### src/rtl/stream_mux_rr_if.sv
// Bundle of stream signals between N producers, the mux, and one shared consumer.
// A beat moves on a port at a rising clk edge only when valid and ready are both high there.
interface stream_mux_rr_if #(
  parameter int WIDTH  = 8,
  parameter int NUM_CH = 4
);
  localparam int SEL_W = $clog2(NUM_CH);

  logic                    mode;
  logic [SEL_W-1:0]        sel;
  logic [NUM_CH-1:0]       in_valid;
  logic [NUM_CH*WIDTH-1:0] in_data;
  logic [NUM_CH-1:0]       in_ready;
  logic                    out_valid;
  logic [WIDTH-1:0]        out_data;
  logic [SEL_W-1:0]        out_ch;
  logic                    out_ready;

  modport master (
    output mode, sel, in_valid, in_data, out_ready,
    input  in_ready, out_valid, out_data, out_ch
  );

  modport slave (
    input  mode, sel, in_valid, in_data, out_ready,
    output in_ready, out_valid, out_data, out_ch
  );
endinterface

### src/rtl/stream_mux_rr.sv
// N-input stream mux with fixed-select or round-robin grant, feeding one
// full-throughput output register stage.
module stream_mux_rr #(
  parameter int WIDTH  = 8,
  parameter int NUM_CH = 4
) (
  input  logic           clk,
  input  logic           rst_n,
  stream_mux_rr_if.slave bus
);
  localparam int SEL_W = $clog2(NUM_CH);

  logic [NUM_CH-1:0] grant;
  logic [SEL_W-1:0]  gnt_idx;
  logic              found;
  logic [WIDTH-1:0]  gnt_data;
  logic              accept;
  logic              xfer;

  logic              out_valid_q, out_valid_d;
  logic [WIDTH-1:0]  out_data_q, out_data_d;
  logic [SEL_W-1:0]  out_ch_q, out_ch_d;
  logic [SEL_W-1:0]  ptr_q, ptr_d;

  // Round-robin scans ptr, ptr+1, ... modulo NUM_CH; first valid channel wins.
  always_comb begin
    grant   = '0;
    gnt_idx = '0;
    found   = 1'b0;
    if (!bus.mode) begin
      for (int i = 0; i < NUM_CH; i++) begin
        if (bus.sel == SEL_W'(i) && bus.in_valid[i]) begin
          grant[i] = 1'b1;
          gnt_idx  = SEL_W'(i);
        end
      end
    end else begin
      for (int k = 0; k < NUM_CH; k++) begin
        for (int i = 0; i < NUM_CH; i++) begin
          if (!found && bus.in_valid[i] &&
              (int'(ptr_q) + k == i || int'(ptr_q) + k == i + NUM_CH)) begin
            grant[i] = 1'b1;
            gnt_idx  = SEL_W'(i);
            found    = 1'b1;
          end
        end
      end
    end
  end

  always_comb begin
    gnt_data = '0;
    for (int i = 0; i < NUM_CH; i++) begin
      if (gnt_idx == SEL_W'(i)) gnt_data = bus.in_data[i*WIDTH +: WIDTH];
    end
  end

  assign accept       = !out_valid_q || bus.out_ready;
  assign bus.in_ready = (rst_n && accept) ? grant : '0;
  assign xfer         = |bus.in_ready;

  always_comb begin
    out_valid_d = out_valid_q;
    out_data_d  = out_data_q;
    out_ch_d    = out_ch_q;
    ptr_d       = ptr_q;
    if (xfer) begin
      out_valid_d = 1'b1;
      out_data_d  = gnt_data;
      out_ch_d    = gnt_idx;
      if (bus.mode) begin
        ptr_d = (gnt_idx == SEL_W'(NUM_CH - 1)) ? '0 : gnt_idx + SEL_W'(1);
      end
    end else if (bus.out_ready) begin
      out_valid_d = 1'b0;
    end
  end

  always_ff @(posedge clk) begin
    if (!rst_n) begin
      out_valid_q <= 1'b0;
      out_data_q  <= '0;
      out_ch_q    <= '0;
      ptr_q       <= '0;
    end else begin
      out_valid_q <= out_valid_d;
      out_data_q  <= out_data_d;
      out_ch_q    <= out_ch_d;
      ptr_q       <= ptr_d;
    end
  end

  assign bus.out_valid = out_valid_q;
  assign bus.out_data  = out_data_q;
  assign bus.out_ch    = out_ch_q;
endmodule
### src/flat_wrapper.sv
// flat-port wrapper written by rule: the top's interface ports become plain ports
module stream_mux_rr_flat 
#(
  parameter int WIDTH  = 8,
  parameter int NUM_CH = 4
)
  (clk, rst_n, bus_mode, bus_sel, bus_in_valid, bus_in_data, bus_out_ready, bus_in_ready, bus_out_valid, bus_out_data, bus_out_ch);
  stream_mux_rr_if #(.WIDTH(WIDTH), .NUM_CH(NUM_CH)) bus_i ();
  input  logic clk;
  input  logic rst_n;
  input wire logic [$bits(bus_i.mode)-1:0] bus_mode;
  input wire logic [$bits(bus_i.sel)-1:0] bus_sel;
  input wire logic [$bits(bus_i.in_valid)-1:0] bus_in_valid;
  input wire logic [$bits(bus_i.in_data)-1:0] bus_in_data;
  input wire logic [$bits(bus_i.out_ready)-1:0] bus_out_ready;
  output wire logic [$bits(bus_i.in_ready)-1:0] bus_in_ready;
  output wire logic [$bits(bus_i.out_valid)-1:0] bus_out_valid;
  output wire logic [$bits(bus_i.out_data)-1:0] bus_out_data;
  output wire logic [$bits(bus_i.out_ch)-1:0] bus_out_ch;
  assign bus_i.mode = bus_mode;
  assign bus_i.sel = bus_sel;
  assign bus_i.in_valid = bus_in_valid;
  assign bus_i.in_data = bus_in_data;
  assign bus_i.out_ready = bus_out_ready;
  assign bus_in_ready = bus_i.in_ready;
  assign bus_out_valid = bus_i.out_valid;
  assign bus_out_data = bus_i.out_data;
  assign bus_out_ch = bus_i.out_ch;
  stream_mux_rr #(.WIDTH(WIDTH), .NUM_CH(NUM_CH)) u_core (.clk(clk), .rst_n(rst_n), .bus(bus_i));
endmodule
### config.mk
export PLATFORM = sky130hd
export DESIGN_NAME = stream_mux_rr_flat
export DESIGN_NICKNAME = d
export VERILOG_FILES = /design/src/rtl/stream_mux_rr_if.sv /design/src/rtl/stream_mux_rr.sv /design/src/flat_wrapper.sv
export SDC_FILE = /design/constraint.sdc
export NUM_CORES = 1
export LEC_CHECK = 0
export BUFFER_PORTS_ARGS = -buffer_cell sky130_fd_sc_hd__buf_2
export CORE_MARGIN = 5
export CORE_UTILIZATION = 42
export DETAILED_ROUTE_END_ITERATION = 8
export PLACE_DENSITY = 0.76
export SLEW_MARGIN = 20
export SYNTH_ARGS = -nofsm -noshare
export SYNTH_HDL_FRONTEND = slang
export SYNTH_SLANG_ARGS = --single-unit
### constraint.sdc
create_clock -name clk -period 2.1 [get_ports clk]
set_input_delay 0.21 -clock clk [delete_from_list [all_inputs] [get_ports clk]]
set_output_delay 0.21 -clock clk [all_outputs]
set_load 0.05 [all_outputs]
==> flow_summary.ini, run 1 <==
[run_status]
outcome = finished clean

[sta]
worst_pin_slew_ns = 0.3966
rsz0062_at_grt = yes
fin_skew_ns = 0.004275
final-max-slew-violation-count = 0
fmax_ghz = 0.4917
finalCritPeriodShare_pct = 96.84
relSlewSlack_pct = 73.56
fin_ws_ns = 0.06638
hold_violations = 0
post-route-min-period_ns = 2.034
whs_ns = 0.3047
setup_viol = 0

[cts]
clk_path_buf_depth = 2
root_buffer = clkbuf_4
cts_tree = done
cts_buffers = 3
clock_sinks = 13
clkTransAtPathRegs_ns = 0.08
h-tree-depth = 1
clock_latency_ns = 0.26

[route]
post_drt_wl_per_cell_um = 13.19
viasPerCell = 5.269
wirelength_um = 3337
ant_nets = 0
drt_pass1_iterations = 4
drc = 0
dr_total_vias = 1333
first_iter_violations = 87

[die]
dieArea_um2 = 4037
die_x_um = 63.54
row_count = 19
num_io_pins = 57
core_um2 = 2758
die_h_um = 63.54
initial_core_util_pct = 43.65

[critical_path]
crit_fanout = 7
criticalPathCategory = flip-flop to flip-flop
cp.required_ns = 2.30
end_kind = flip-flop
startpoint_type = flip-flop
cp.arrival_ns = 2.23

[logic_synthesis]
yosysSeqAreaShare_pct = 21.62
yosysTopAreaCell = dfxtp_1
synth.distinct_cells = 38
yosysMostFrequentCell = nand2_1
syn_area_um2 = 1204
synth-seq-cells = 13
synth_enable_flop_cells = 0
synth_common_cells = 32 x nand2_1, 16 x nor2_1, 14 x mux2i_1
async_reset_ff_share_pct = 0
avgSynthCellArea_um2 = 7.766
synth_top_area_share_pct = 21.62
ys_warn_count = 0
synth_flop_cell = dfxtp_1
synth_cells = 155
syn_nets = 201
netlist_top_cells_area = dfxtp_1 22%, mux2i_1 12%, nand2_1 10%, a221oi_1 5.1%, nor2_1 5.0%

[final_layout]
antenna_cells = 0
area_delta_synth_final_pct = 42.10
num-fill-cells = 247
fin_nets = 269
drive_above_1_share_pct = 47.30

[placed_design]
io_buffers = 56
hpwl_um = 2629
routabilityCongestion = 0.9260
dp_slack_ns = -0.06984

[job]
maxCapViolCount = 0

[global_routing]
grt_use_total_pct = 15.11
grt_remaining_overflow = 0
grt_pass1_vias = 1235
grt_max_degree = 26
antenna_found_initial = 0
grt_pass1_wl_um = 5154

[pwr]
power_density_nw_per_um2 = 509.6
power_leakage_nw = 0.7788
total_power_mw = 0.8716
ir_drop_uv = 376.4

[hold_path]
hp-class = input port to flip-flop
final cells by class:
cell class / count / area, um2 / area share [%]
well taps: 31 / 38.79 / 2.268
clock buffers: 4 / 26.28 / 1.536
flip-flops and latches: 13 / 264.0 / 15.44
repair buffers: 76 / 450.4 / 26.34
inverters: 7 / 27.53 / 1.609
multi-input cells: 122 / 903.4 / 52.82
stage by stage:
stage	TNS (ns)	std cells	utilization, %	cell area [um2]
2_1_floorplan	0	155	-	1216
3_3_place_gp	-0.08123	248	57.89	1597
3_5_place_dp	-0.2378	248	57.89	1597
4_1_cts	0	252	59.39	1638
5_1_grt	-0.4257	253	62.02	1710
6_report	0	253	62.02	1710
layer usage:
metal | vias to the layer above | global-route usage, % | wire, um
li1 | 690 | - | -
met1 | 590 | 18.85 | 1481
met2 | 49 | 25.38 | 1620
met3 | 4 | 3.375 | 194
met4 | 0 | 4.935 | 41
met5 | - | 0 | 0
timing repair:
item                                    in CTS  in global routing
endpoints found under the setup margin       8                  9
pin swaps                                    2                  5
hold buffers                                 0                  0
resized for setup                            5                 13
endpoints found under the hold margin        0                  0
setup buffers                                0                  1
flip-flops by register name, indices dropped and copies added (netlist names):
| signal | cells |
|---|---|
| u_core.bus.out_data | 8 |
| u_core.bus.out_valid | 1 |
| u_core.ptr_q | 2 |
| u_core.bus.out_ch | 2 |
layout by cell type (no fill, tap or decap), types with 2 or more instances in the layout:
cell type / instances
mux2i_1: 14
o31ai_1: 6
nor3_1: 2
inv_1: 4
nand2_1: 32
ha_1: 2
a221oi_2: 7
dfxtp_1: 12
clkbuf_4: 3
a21oi_1: 6
o21bai_1: 2
nor3b_1: 2
buf_4: 18
o21ai_0: 4
nand2b_1: 4
inv_2: 2
buf_2: 56
nand3b_1: 2
nor2_1: 16
o21ai_2: 2
cell families (layout without fill, tap and decap cells):
| kind of cell | Yosys count | count (layout) | share of synthesized area (%) |
|---|---|---|---|
| simple gates | 63 | 63 | 23.18 |
| compound gates | 41 | 41 | 29.73 |
| buf+inv | 20 | 87 | 9.666 |
| mux | 14 | 14 | 11.64 |
| flops | 13 | 13 | 21.62 |
| fa+ha+maj | 4 | 4 | 4.158 |
power breakdown:
group          total (mW)  leakage, nW  internal (mW)  switching [mW]
Clock               0.147       0.0150         0.0733          0.0741
Combinational       0.444        0.657          0.187           0.258
Sequential          0.280        0.107          0.267          0.0130
final timing paths:
path / cells past startpoint / start / endpoint / slack, ns
setup / recovery: 9 / u_core.ptr_q[1] / u_core.bus.out_data[3] / 0.07
hold / removal: 3 / bus_out_ready / u_core.bus.out_valid / 0.30
setup reg to reg: 9 / u_core.ptr_q[1] / u_core.bus.out_data[3] / 0.07
hold reg to reg: 2 / u_core.bus.out_data[5] / u_core.bus.out_data[5] / 0.46
worst max-delay path, cell delays in order (launching register included):
cell and delay (ns):
dfxtp_4 0.37, and2_2 0.15, o221ai_2 0.13, a31oi_4 0.26
ha_2 0.23, nor2b_4 0.28, a221oi_2 0.09, o31ai_1 0.25
nand2_1 0.08, mux2i_1 0.13
(Power assumes the default switching activity.)
==> run 2: changes to the inputs <==
- ABC_AREA: unset -> 1
- CORE_UTILIZATION: 42 -> 43
- PLACE_DENSITY: 0.76 -> 0.77
==> run 2 against run 1 <==
Against the previous run: the flow now finishes with violations (DRC, setup timing); register-to-register slack got worse by 1.1 ns; fmax fell by 35%; clock skew rose by 0.0077 ns; synthesized cell count rose by 39%; largest power group unchanged.
==> flow_summary.ini, run 2 <==
[sta]
post-route-min-period_ns = 3.133
fmax_ghz = 0.3192
setup_viol = 17
fin_setup_tns_ns = -12.56
whs_ns = 0.2244
hold_violations = 0
fin_ws_ns = -1.033
final-max-slew-violation-count = 0
relSlewSlack_pct = 61.22
rsz0062_at_grt = yes
fin_skew_ns = 0.01198
finalCritPeriodShare_pct = 149.2
worst_pin_slew_ns = 0.5773

[final_layout]
most-common-layout-cells = 52 x buf_2, 50 x nor2_1, 40 x buf_4, 21 x inv_1, 21 x nand2_1
fin_nets = 367
drive_above_1_share_pct = 54.69
largest_register_ffs = 8
area_delta_synth_final_pct = 80.45
antenna_cells = 0
final_common_cell = buf_2

[logic_synthesis]
synth.distinct_cells = 29
synth_enable_flop_cells = 0
syn_area_um2 = 1280
yosysMostFrequentCell = nor2_1
async_reset_ff_share_pct = 0
avgSynthCellArea_um2 = 5.926
netlist_top_cells_area = dfxtp_1 20%, nor2_1 16%, nand2_1 9.7%, inv_1 8.5%, a211oi_1 4.7%
synth_flop_cell = dfxtp_1
yosysSeqAreaShare_pct = 20.33
synth_cells = 216
syn_nets = 262
yosysTopAreaCell = dfxtp_1
ys_warn_count = 0
synth_top_area_share_pct = 20.33
synth-seq-cells = 13
synth_common_cells = 56 x nor2_1, 33 x nand2_1, 29 x inv_1

[route]
drt_pass1_iterations = 8
drc = 2
first_iter_violations = 279
dr_total_vias = 2100
ant_nets = 0
post_drt_wl_per_cell_um = 18.60
viasPerCell = 5.983
wirelength_um = 6529

[cts]
clock_latency_ns = 0.30
cts_tree = done
clkTransAtPathRegs_ns = 0.10
cts_hold_buf = 0
cts_buffers = 3
root_buffer = clkbuf_4
h-tree-depth = 1
clk_path_buf_depth = 2
clock_sinks = 13

[global_routing]
grt_use_total_pct = 22.35
grt_use_met2_pct = 40.46
grt_remaining_overflow = 0
grtUsageMet1_pct = 27.72
grt_pass1_wl_um = 7431
grt_use_met3_pct = 3.972
antenna_found_initial = 0
grt_max_degree = 17
top_usage_layer = met2
grt_pass1_vias = 1653

[hold_path]
hp-class = input port to flip-flop

[die]
dieArea_um2 = 4168
core_um2 = 2805
die_h_um = 64.56
die_x_um = 64.56
num_io_pins = 57
initial_core_util_pct = 45.63
row_count = 19

[pwr]
power_leakage_nw = 1.206
ir_drop_uv = 388.2
total_power_mw = 1.610
power_density_nw_per_um2 = 697.1

[run_status]
outcome = finished, violations left
violations = DRC, setup timing

[critical_path]
cp.required_ns = 2.29
criticalPathCategory = flip-flop to flip-flop
crit_fanout = 8
end_kind = flip-flop
startpoint_type = flip-flop
cp.arrival_ns = 3.32
r2r_setup_slack_ns = -1.03

[placed_design]
io_buffers = 56
routabilityCongestion = 0.9541
hpwl_um = 3114

[job]
maxCapViolCount = 0
[run 2: cell types whose count changed after synthesis, sizes merged, moves of 3 or more]
| cell | previous run | this run |
|---|---|---|
| nor2 | 16 | 60 |
| inv | 6 | 32 |
| mux2i | 14 | 0 |
| nand3 | 1 | 14 |
| nand4 | 0 | 9 |
| a22oi | 0 | 8 |
| a211oi | 1 | 8 |
| a221oi | 7 | 0 |
| o31ai | 7 | 0 |
| o21ai | 6 | 12 |
| nand2b | 4 | 0 |
| nand2 | 32 | 35 |
[run 2: cells by family after synthesis]
kind of cell	count (synthesis)	synth area share [%]
flops	13	20.33
fa+ha+maj	4	3.910
buf+inv	44	14.17
simple gates	121	44.97
compound gates	34	16.62
[run 2: final timing paths]
| path | startpoint | to | depth (start not counted) |
|---|---|---|---|
| max | u_core.ptr_q[1] | u_core.bus.out_data[5] | 20 |
| min reg2reg | u_core.bus.out_data[7] | u_core.bus.out_data[7] | 2 |
| min | bus_out_ready | u_core.bus.out_valid | 4 |
| max reg2reg | u_core.ptr_q[1] | u_core.bus.out_data[5] | 20 |
[run 2: what timing repair did]
| item | in CTS | in global routing |
|---|---|---|
| endpoints found under the setup margin | 17 | 17 |
| pin swaps | 6 | 28 |
| cloned | 3 | 0 |
| resized for setup | 40 | 35 |
| setup buffers | 13 | 14 |
[run 2: layout make-up]
class | count | area, um2
multi-input cells | 162 | 1111
repair buffers | 106 | 729.5
fillers | 147 | 495.5
flip-flops and latches | 13 | 267.8
inverters | 35 | 136.4
well taps | 31 | 38.79
clock buffers | 4 | 26.28
[run 2: metal layers]
layer  share of wire (%)  wire (um)  vias up
met5                   0          0        -
met4                 7.2        468        0
met3                  10        653       60
met2                  48       3139      178
met1                  35       2268      952
li1                    -          -      910
[run 2: worst max-delay path: stages (launching register included)]
cell and delay (ns):
dfxtp_4 0.42, nand2_1 0.12, nor2_2 0.21, nor2_4 0.06
nand4_4 0.08, buf_4 0.11, nor2_1 0.03, nand2_1 0.11
nand4_1 0.11, nor2_1 0.13, nand3_2 0.13, o22ai_4 0.25
buf_6 0.16, inv_2 0.05, buf_4 0.13, ha_2 0.21
buf_6 0.15, a211oi_1 0.32, o21ai_1 0.13, nand2_1 0.08
nor2_1 0.04
[run 2: where the power goes]
group | internal (mW) | switching [mW]
clock | 0.0740 | 0.104
sequential | 0.291 | 0.0319
combinational | 0.441 | 0.668
total | 0.806 | 0.804
[run 2: through the flow]
stage,area (um2),std cells,utilization (%),setup WS (ns)
floorplan,1354,216,-,-0.4957
global placement,1765,317,62.93,-0.6666
detailed placement,1765,317,62.93,-0.7910
CTS,2063,337,73.55,-0.6025
global route,2310,351,82.34,-1.186
finish,2310,351,82.34,-1.033
